===== src/rtl/berger_one_pkg.sv =====
`default_nettype none
// ============================================================================
// Module      : berger_one_pkg
// Description : Shared constants, word field slices and FSM state encoding
//               for the Berger-coded word memory read path.
// Revision    : 1.0 - initial release
// ============================================================================
package berger_one_pkg;

    localparam int DATA_W  = 8;
    localparam int CHK_W   = 4;
    localparam int ADDR_W  = 4;
    localparam int WORD_W  = DATA_W + CHK_W;

    localparam int DATA_HI = WORD_W - 1;
    localparam int DATA_LO = CHK_W;
    localparam int CHK_HI  = CHK_W - 1;
    localparam int CHK_LO  = 0;

    typedef enum logic [2:0] {
        S_IDLE  = 3'd0,
        S_READ  = 3'd1,
        S_RESP  = 3'd2,
        S_SCRUB = 3'd3,
        S_DONE  = 3'd4
    } state_t;

endpackage
`default_nettype wire


===== src/rtl/berger_one_check.sv =====
`default_nettype none
// ============================================================================
// Module      : berger_one_check
// Description : Combinational Berger codeword checker: recomputes the ones
//               count of the data field and compares it with the check field.
// Revision    : 1.0 - initial release
// ============================================================================
module berger_one_check #(
    parameter int DATA_W = 8,
    parameter int CHK_W  = 4
) (
    input  logic [DATA_W+CHK_W-1:0] word,
    output logic                    ok,
    output logic [CHK_W-1:0]        pop
);
    import berger_one_pkg::*;

    always_comb begin
        pop = '0;
        for (int i = 0; i < DATA_W; i++) begin
            pop = pop + {{(CHK_W-1){1'b0}}, word[CHK_W+i]};
        end
    end

    // Full-width compare: a check value above DATA_W can never match.
    assign ok = (word[CHK_W-1:0] == pop);

endmodule
`default_nettype wire


===== src/rtl/berger_one_reader.sv =====
`default_nettype none
// ============================================================================
// Module      : berger_one_reader
// Description : Read-side controller for the 16-entry Berger-coded memory:
//               single-word reads with error flag plus a full-memory scrub.
// Revision    : 1.0 - initial release
// ============================================================================
module berger_one_reader #(
    parameter int DATA_W = 8,
    parameter int CHK_W  = 4,
    parameter int ADDR_W = 4
) (
    input  logic                    clk,
    input  logic                    rst,
    input  logic                    req_valid,
    output logic                    req_ready,
    input  logic [ADDR_W-1:0]       req_addr,
    output logic                    rsp_valid,
    input  logic                    rsp_ready,
    output logic [DATA_W-1:0]       rsp_data,
    output logic                    rsp_err,
    output logic [ADDR_W-1:0]       mem_addr,
    input  logic [DATA_W+CHK_W-1:0] mem_rdata,
    input  logic                    scrub_start,
    output logic                    scrub_busy,
    output logic                    scrub_done,
    output logic [ADDR_W:0]         err_count,
    output logic                    first_err_vld,
    output logic [ADDR_W-1:0]       first_err_addr
);
    import berger_one_pkg::*;

    state_t             r_state;
    logic               w_ok;
    logic [DATA_W-1:0]  w_data;

    berger_one_check #(
        .DATA_W (DATA_W),
        .CHK_W  (CHK_W)
    ) u_check (
        .word (mem_rdata),
        .ok   (w_ok),
        .pop  ()
    );

    assign w_data = mem_rdata[CHK_W +: DATA_W];

    // Held low while in reset so no request is taken before release.
    assign req_ready = rst && (r_state == S_IDLE) && !scrub_start;

    always_ff @(posedge clk or negedge rst) begin
        if (!rst) begin
            r_state        <= S_IDLE;
            rsp_valid      <= 1'b0;
            rsp_data       <= '0;
            rsp_err        <= 1'b0;
            mem_addr       <= '0;
            scrub_busy     <= 1'b0;
            scrub_done     <= 1'b0;
            err_count      <= '0;
            first_err_vld  <= 1'b0;
            first_err_addr <= '0;
        end else begin
            case (r_state)
                S_IDLE: begin
                    if (scrub_start) begin
                        mem_addr       <= '0;
                        err_count      <= '0;
                        first_err_vld  <= 1'b0;
                        first_err_addr <= '0;
                        scrub_busy     <= 1'b1;
                        r_state        <= S_SCRUB;
                    end else if (req_valid) begin
                        mem_addr <= req_addr;
                        r_state  <= S_READ;
                    end
                end
                S_READ: begin
                    rsp_data  <= w_data;
                    rsp_err   <= ~w_ok;
                    rsp_valid <= 1'b1;
                    r_state   <= S_RESP;
                end
                S_RESP: begin
                    if (rsp_ready) begin
                        rsp_valid <= 1'b0;
                        r_state   <= S_IDLE;
                    end
                end
                S_SCRUB: begin
                    if (!w_ok) begin
                        err_count <= err_count + {{ADDR_W{1'b0}}, 1'b1};
                        if (!first_err_vld) begin
                            first_err_vld  <= 1'b1;
                            first_err_addr <= mem_addr;
                        end
                    end
                    mem_addr <= mem_addr + {{(ADDR_W-1){1'b0}}, 1'b1};
                    // Last address checked: the wrap back to 0 is not rescanned.
                    if (mem_addr == {ADDR_W{1'b1}}) begin
                        scrub_busy <= 1'b0;
                        scrub_done <= 1'b1;
                        r_state    <= S_DONE;
                    end
                end
                S_DONE: begin
                    scrub_done <= 1'b0;
                    r_state    <= S_IDLE;
                end
                default: r_state <= S_IDLE;
            endcase
        end
    end

endmodule
`default_nettype wire

===== config.mk =====
export PLATFORM = sky130hd
export DESIGN_NAME = berger_one_reader
export DESIGN_NICKNAME = d
export VERILOG_FILES = /design/src/rtl/berger_one_pkg.sv /design/src/rtl/berger_one_check.sv /design/src/rtl/berger_one_reader.sv
export SDC_FILE = /design/constraint.sdc
export NUM_CORES = 1
export LEC_CHECK = 0
export CORE_MARGIN = 4
export CORE_UTILIZATION = 47
export CTS_CLUSTER_DIAMETER = 30
export CTS_CLUSTER_SIZE = 28
export DETAILED_ROUTE_END_ITERATION = 12
export PLACE_DENSITY_LB_ADDON = 0.08
export REMOVE_ABC_BUFFERS = 1
export SLEW_MARGIN = 20
export SYNTH_ARGS = -nofsm -noshare
export SYNTH_HDL_FRONTEND = slang
export SYNTH_HIERARCHICAL = 1
export SYNTH_SLANG_ARGS = --single-unit

===== constraint.sdc =====
create_clock -name clk -period 1.6 [get_ports clk]
set_clock_uncertainty 0.05 [all_clocks]
set_input_delay 0.32 -clock clk [delete_from_list [all_inputs] [get_ports clk]]
set_output_delay 0.32 -clock clk [all_outputs]
set_load 0.01 [all_outputs]

==> summary.txt, run 1 <==
Placement
  • PortBufs: 47
  • Placed wire-length estimate: 2800 um
  • Area post-placement: between 2000 and 2500 um^2
  • GP Congestion: 0.816
  • Placed Instances: roughly 250

Pwr
  • Net Sw Frac: a little under two fifths
  • Net switching power: 1.53 mW
  • Power Density: approximately 1700 nW/um^2
  • Pint: 2.55 mW
  • Worst vdd ir: between 700 and 800 uV
  • Clock share of power: roughly an eighth
  • Combinational Power Share: 57.4%
  • Pleak: roughly 1.2 nW
  • Total power: approximately 4.1 mW
  • Sequential share of power: ~30%

STA
  • Fmax: between 0.2 and 0.3 GHz
  • Slew of the pin with the lowest slew margin: roughly 0.5 ns
  • Fin crit period: 3.67 ns
  • Max-slew violations: 0
  • Slew HR: between 60 and 70%
  • Final hold violations: 0
  • Final setup violation count: 12
  • Period utilization: 230%
  • Hold Slack: roughly 0.16 ns
  • RSZ-0062 raised after global routing: yes
  • Final Worst Setup Slack: -2.07 ns

CTS
  • H-tree depth: 2
  • Worst-case clock buffer depth: 2
  • CTS sink cnt: 29
  • Worst skew pair latency: approximately 0.33 ns
  • CTS Buf Count: 5
  • Clock slew at reported path FFs: roughly 0.1 ns
  • Clock tree root driver cell: clkbuf_4
  • CTS tree: built

Global route
  • Vias in the first global route: 1441
  • GRT Total Usage: 20.2%
  • Total gr overflow: 0
  • Largest net degree at the start of global routing: 30
  • Global-route wire length before repair: between 6000 and 7000 um
  • Initial antenna violation count: 0

Drt
  • Post-route ant nets: 0
  • Total Wirelength: 3970 um
  • Number of detailed-route iterations in the first pass: 4
  • Vias per cell: ~5.3
  • DR iter-0 viols: 54
  • Wire per inst: roughly 15 um
  • # DRC: 0
  • Detailed-route via count: about 1400

Worst hold path
  • Hold Path Origin: mem_rdata[7]
  • Hold Path Class: primary input to flip-flop

Floorplanning
  • Die Span X: 66.4 um
  • Core ar.: about 3200 um^2
  • Die height: approximately 66 um
  • Starting Density: roughly half
  • IO Pins: 48
  • Floorplan row count: 20
  • Full die area: about 4400 um^2

Outcome
  • Outcome: finished with violations
  • Failing checks: negative setup slack

Critical path
  • Critical Path AT: a little under 4 ns
  • Critical Path Start: mem_rdata[4]
  • Category of the most critical setup path: primary input to flip-flop
  • Critical Path End Type: flip-flop
  • Required time worst endpoint: 1.78 ns
  • Reg2Reg Launch Point: r_state[2]
  • CP Max Fanout: 5
  • Worst setup SP type: primary input

Cells and area
  • Antenna diode count: 0
  • Final net count: 249
  • Util after Layout: 76.1%
  • Finished layout cell area: between 2000 and 2500 um^2
  • Filler cell count: approximately 250
  • Fin cells: between 200 and 300
  • Synthesis-to-finish area growth: 49.7%
  • Share of layout cells above drive strength 1: between 20 and 30%

Synthesis
  • Post-synthesis cell area: approximately 1600 um^2
  • Syn avg cell area: ~11 um^2
  • Yosys warns: 6
  • Post-Syn Instances: about 150

Job
  • Max_cap viols: 0
==> power by group through the flow <==
stage	sequential [mW]	combinational (mW)	clock [mW]
after detailed placement	1.27	2.18	0
after floorplan	1.46	0.894	0
final	1.22	2.35	0.524
after global placement	1.24	2.15	0
after global routing	1.27	2.58	0.575
after CTS	1.22	2.26	0.532
==> metal layers <==
layer	routed length, um	vias up	GRT usage [%]
li1	-	667	-
met1	1640	685	24.1
met2	2080	34	34.8
met3	197	6	5.78
met4	50	0	6.09
met5	0	-	0
==> registers in the layout, indices dropped and copies added, names as in the netlist <==
signal and flops:
rsp_data 8, err_count 5, first_err_addr 4, mem_addr 4
r_state 3, first_err_vld 1, rsp_err 1, rsp_valid 1
scrub_busy 1, scrub_done 1
==> through the flow <==
| stage | TNS, ns | setup slack (ns) |
|---|---|---|
| finish | -21.72 | -2.07 |
| detailed placement | -30.30 | -2.84 |
| CTS | -22.13 | -2.11 |
| global route | -23.17 | -2.18 |
| global placement | -30.04 | -2.81 |
| floorplan | -29.27 | -2.60 |
==> worst max-delay path, stage by stage <==
cell	delay [ns]
buf_6	0.10
fa_1	0.54
inv_2	0.04
fa_1	0.45
fa_1	0.49
inv_1	0.04
ha_2	0.18
fa_2	0.55
xnor2_2	0.12
nand2_2	0.09
nor4b_4	0.29
nor4bb_2	0.09
buf_4	0.17
buf_6	0.11
mux2_4	0.26
==> placed cells by master, fill, tap and decap left out, drive strengths merged, types with 2 or more instances in the layout <==
cell / n
nor4b: 3
mux2: 9
and3: 2
dfrtp: 29
nor3b: 3
o211ai: 2
nand3: 3
nand2: 6
nor2: 14
fa: 4
nor3: 5
dlymetal6s2s: 3
dlygate4sd2: 23
ha: 5
clkdlybuf4s50: 17
a22o: 5
o21ai: 4
a21oi: 4
mux2i: 3
nand3b: 2
xnor2: 3
clkbuf: 7
xor2: 2
buf: 29
nor2b: 2
inv: 12
==> cell type report <==
type | count | area (um^2) | area share [%]
repair buffers | 72 | 633 | 26.4
multi-input cells | 99 | 870 | 36.2
inverters | 12 | 45.0 | 1.88
flip-flops and latches | 29 | 727 | 30.3
clock inverters | 1 | 5.00 | 0.209
well taps | 44 | 55.1 | 2.29
clock buffers | 7 | 65.1 | 2.71
==> timing repair <==
action | CTS | global route
setup endpoints to repair | 36 | 16
hold buffers | 0 | 0
pin swaps | 11 | 13
gates resized for setup | 50 | 14
buffers inserted | 10 | 0
gates cloned | 0 | 0
==> path summary, 6_finish.rpt <==
kind                                     end  cells past startpoint  slack (ns)
setup / recovery                err_count[0]                     15       -2.07
hold / removal                   rsp_data[3]                      2        0.16
setup reg to reg           first_err_addr[0]                      5       -0.15
hold reg to reg                 err_count[4]                      1        0.42
max in group asynchronous      first_err_vld                      2        0.77
min in group asynchronous        rsp_data[5]                      2        0.43
Note: power is estimated with default switching activity, not from simulation.
==> run 2: changes to the inputs <==
- clock period: 1.6 -> 3.6 ns (I/O delays scaled with it)
==> summary.txt, run 2 (synthesized netlist as in run 1, its figures left out) <==
Placement
  • Placed wire-length estimate: between 2000 and 3000 um
  • PortBufs: 47
  • Placed Instances: ~240
  • GP Congestion: 0.814
  • Post-place setup slack: -1.23 ns

Global route
  • Largest net degree at the start of global routing: 30
  • Vias in the first global route: ~1400
  • Initial antenna violation count: 0
  • Global-route wire length before repair: 6400 um
  • Total gr overflow: 0
  • GRT Total Usage: 19.2%

Critical path
  • Category of the most critical setup path: primary input to flip-flop
  • CP Max Fanout: 5
  • Critical Path Start: mem_rdata[5]
  • Reg2Reg Launch Point: r_state[0]
  • Critical Path End Type: flip-flop
  • Critical Path AT: 4.18 ns
  • Required time worst endpoint: between 3 and 4 ns
  • Worst setup SP type: primary input

STA
  • Period utilization: 111%
  • Max-slew violations: 0
  • Final setup violation count: 11
  • Final hold violations: 0
  • Slew of the pin with the lowest slew margin: around 0.7 ns
  • RSZ-0062 raised after global routing: yes
  • Fmax: between 0.2 and 0.25 GHz
  • Fin crit period: approximately 4 ns
  • Slew HR: a little over half
  • Final Worst Setup Slack: -0.406 ns

Cells and area
  • Most common cell after layout, fill and taps aside: clkdlybuf4s50_1
  • Antenna diode count: 0
  • Final net count: 229
  • Flip-flop and latch area: 726 um^2
  • Share of layout cells above drive strength 1: between 15 and 20%
  • Most flops, register: rsp_data
  • Area of the multi-input gates: around 880 um^2
  • Most frequent cells in the layout: clkdlybuf4s50_1, dfrtp_1, nor2_1
  • Max FFs per register: 8
  • Synthesis-to-finish area growth: 42.9%
  • Largest registers: rsp_data x8, err_count x5
  • Filler cell count: approximately 220
  • Fin cells: 244

CTS
  • CTS Buf Count: 5
  • Clock slew at reported path FFs: approximately 0.090 ns
  • H-tree depth: 2
  • Clock tree root driver cell: clkbuf_4
  • Worst-case clock buffer depth: 2
  • Worst skew pair latency: about 0.33 ns
  • CTS sink cnt: 29
  • CTS tree: built

Pwr
  • Combinational Power Share: about half
  • Clock share of power: between 15 and 20%
  • Net Sw Frac: between 30 and 40%
  • Net switching power: approximately 660 uW
  • Pint: ~1.2 mW
  • Pleak: approximately 1.0 nW
  • Power Density: between 700 and 800 nW/um^2
  • Worst vdd ir: 455 uV
  • Total power: ~1.8 mW
  • Sequential share of power: 34.1%

Floorplanning
  • Floorplan row count: 20
  • Die height: around 66 um
  • Die Span X: approximately 66 um
  • IO Pins: between 40 and 50
  • Full die area: about 4400 um^2
  • Starting Density: slightly above 50%
  • Core ar.: 3150 um^2

Worst hold path
  • Hold Path Origin: err_count[4]
  • Hold Path Class: flip-flop to flip-flop

Drt
  • DR iter-0 viols: 52
  • Total Wirelength: around 3800 um
  • Number of detailed-route iterations in the first pass: 4
  • # DRC: 0
  • Post-route ant nets: 0
  • Vias per cell: approximately 5.5
  • Wire per inst: between 15 and 20 um
  • Detailed-route via count: 1330

Job
  • Max_cap viols: 0

Outcome
  • Failing checks: negative setup slack
  • Outcome: finished with violations
## run 2: cell count changes in the layout (fill, tap and decap cells not counted), sizes merged
| cell | before | now |
|---|---|---|
| buf | 29 | 8 |
| bufinv | 0 | 1 |
| clkdlybuf4s50 | 17 | 44 |
| clkinv | 1 | 0 |
| dlygate4sd2 | 23 | 0 |
| dlymetal6s2s | 3 | 0 |
## run 2: power groups by stage
| stage | Sequential [mW] | Combinational, mW | Clock [mW] |
|---|---|---|---|
| floorplan | 0.649 | 0.397 | 0 |
| global placement | 0.610 | 0.841 | 0 |
| detailed placement | 0.622 | 0.870 | 0 |
| CTS | 0.621 | 0.913 | 0.286 |
| global route | 0.646 | 1.00 | 0.313 |
| finish | 0.624 | 0.924 | 0.279 |
## run 2: area by class of cell
type                       instances  share of cell area (%)
clock buffer                       7                    2.40
timing repair buffer              52                    21.8
tap                               44                    2.40
inverter                          12                    1.97
multi-input combinational         99                    38.4
sequential                        29                    31.7
clock inverter                     1                    1.31
## run 2: path summary, 6_finish.rpt
| path | slack [ns] | endpoint | cells past startpoint |
|---|---|---|---|
| min in group asynchronous | 0.84 | first_err_vld | 2 |
| max | -0.41 | err_count[0] | 14 |
| min reg2reg | 0.45 | err_count[4] | 1 |
| max in group asynchronous | 2.37 | scrub_busy | 2 |
| min | 0.45 | err_count[4] | 1 |
| max reg2reg | 1.63 | rsp_data[0] | 3 |
## run 2: timing repair
item | CTS | global route
hold buffers | 0 | 0
resized for setup | 24 | 4
endpoints found under the setup margin | 11 | 11
pin swaps | 16 | 9
setup buffers | 2 | 0
## run 2: critical path: stages
cell	delay, ns
buf_6	0.10
fa_1	0.52
inv_1	0.05
fa_1	0.47
fa_1	0.51
inv_1	0.05
ha_2	0.17
fa_2	0.55
xnor2_2	0.12
nand2_2	0.09
nor4b_4	0.33
nor4bb_4	0.09
buf_4	0.18
mux2_4	0.26
## run 2: metal layers
metal / GRT usage (%) / part of all wire (%)
met1: 22.4 / 42
met2: 33.0 / 51
met3: 6.46 / 6.0
met4: 5.84 / 1.3
met5: 0 / 0
## run 2: metrics by stage
stage | instance area, um^2 | utilization, % | hold WS [ns] | setup TNS (ns)
after floorplan | 1560 | - | 0.374 | -9.18
after global placement | 2140 | 67.9 | 0.409 | -11.75
final | 2290 | 72.6 | 0.445 | -3.82
after detailed placement | 2140 | 67.9 | 0.434 | -12.50
after CTS | 2260 | 71.8 | 0.447 | -4.90
after global routing | 2290 | 72.6 | 0.459 | -5.01
==> run 3: changes to the inputs <==
- SKIP_LAST_GASP: not set -> 1
==> results of run 3 <==
Final layout, timing and power as in run 2 (identical DEF).
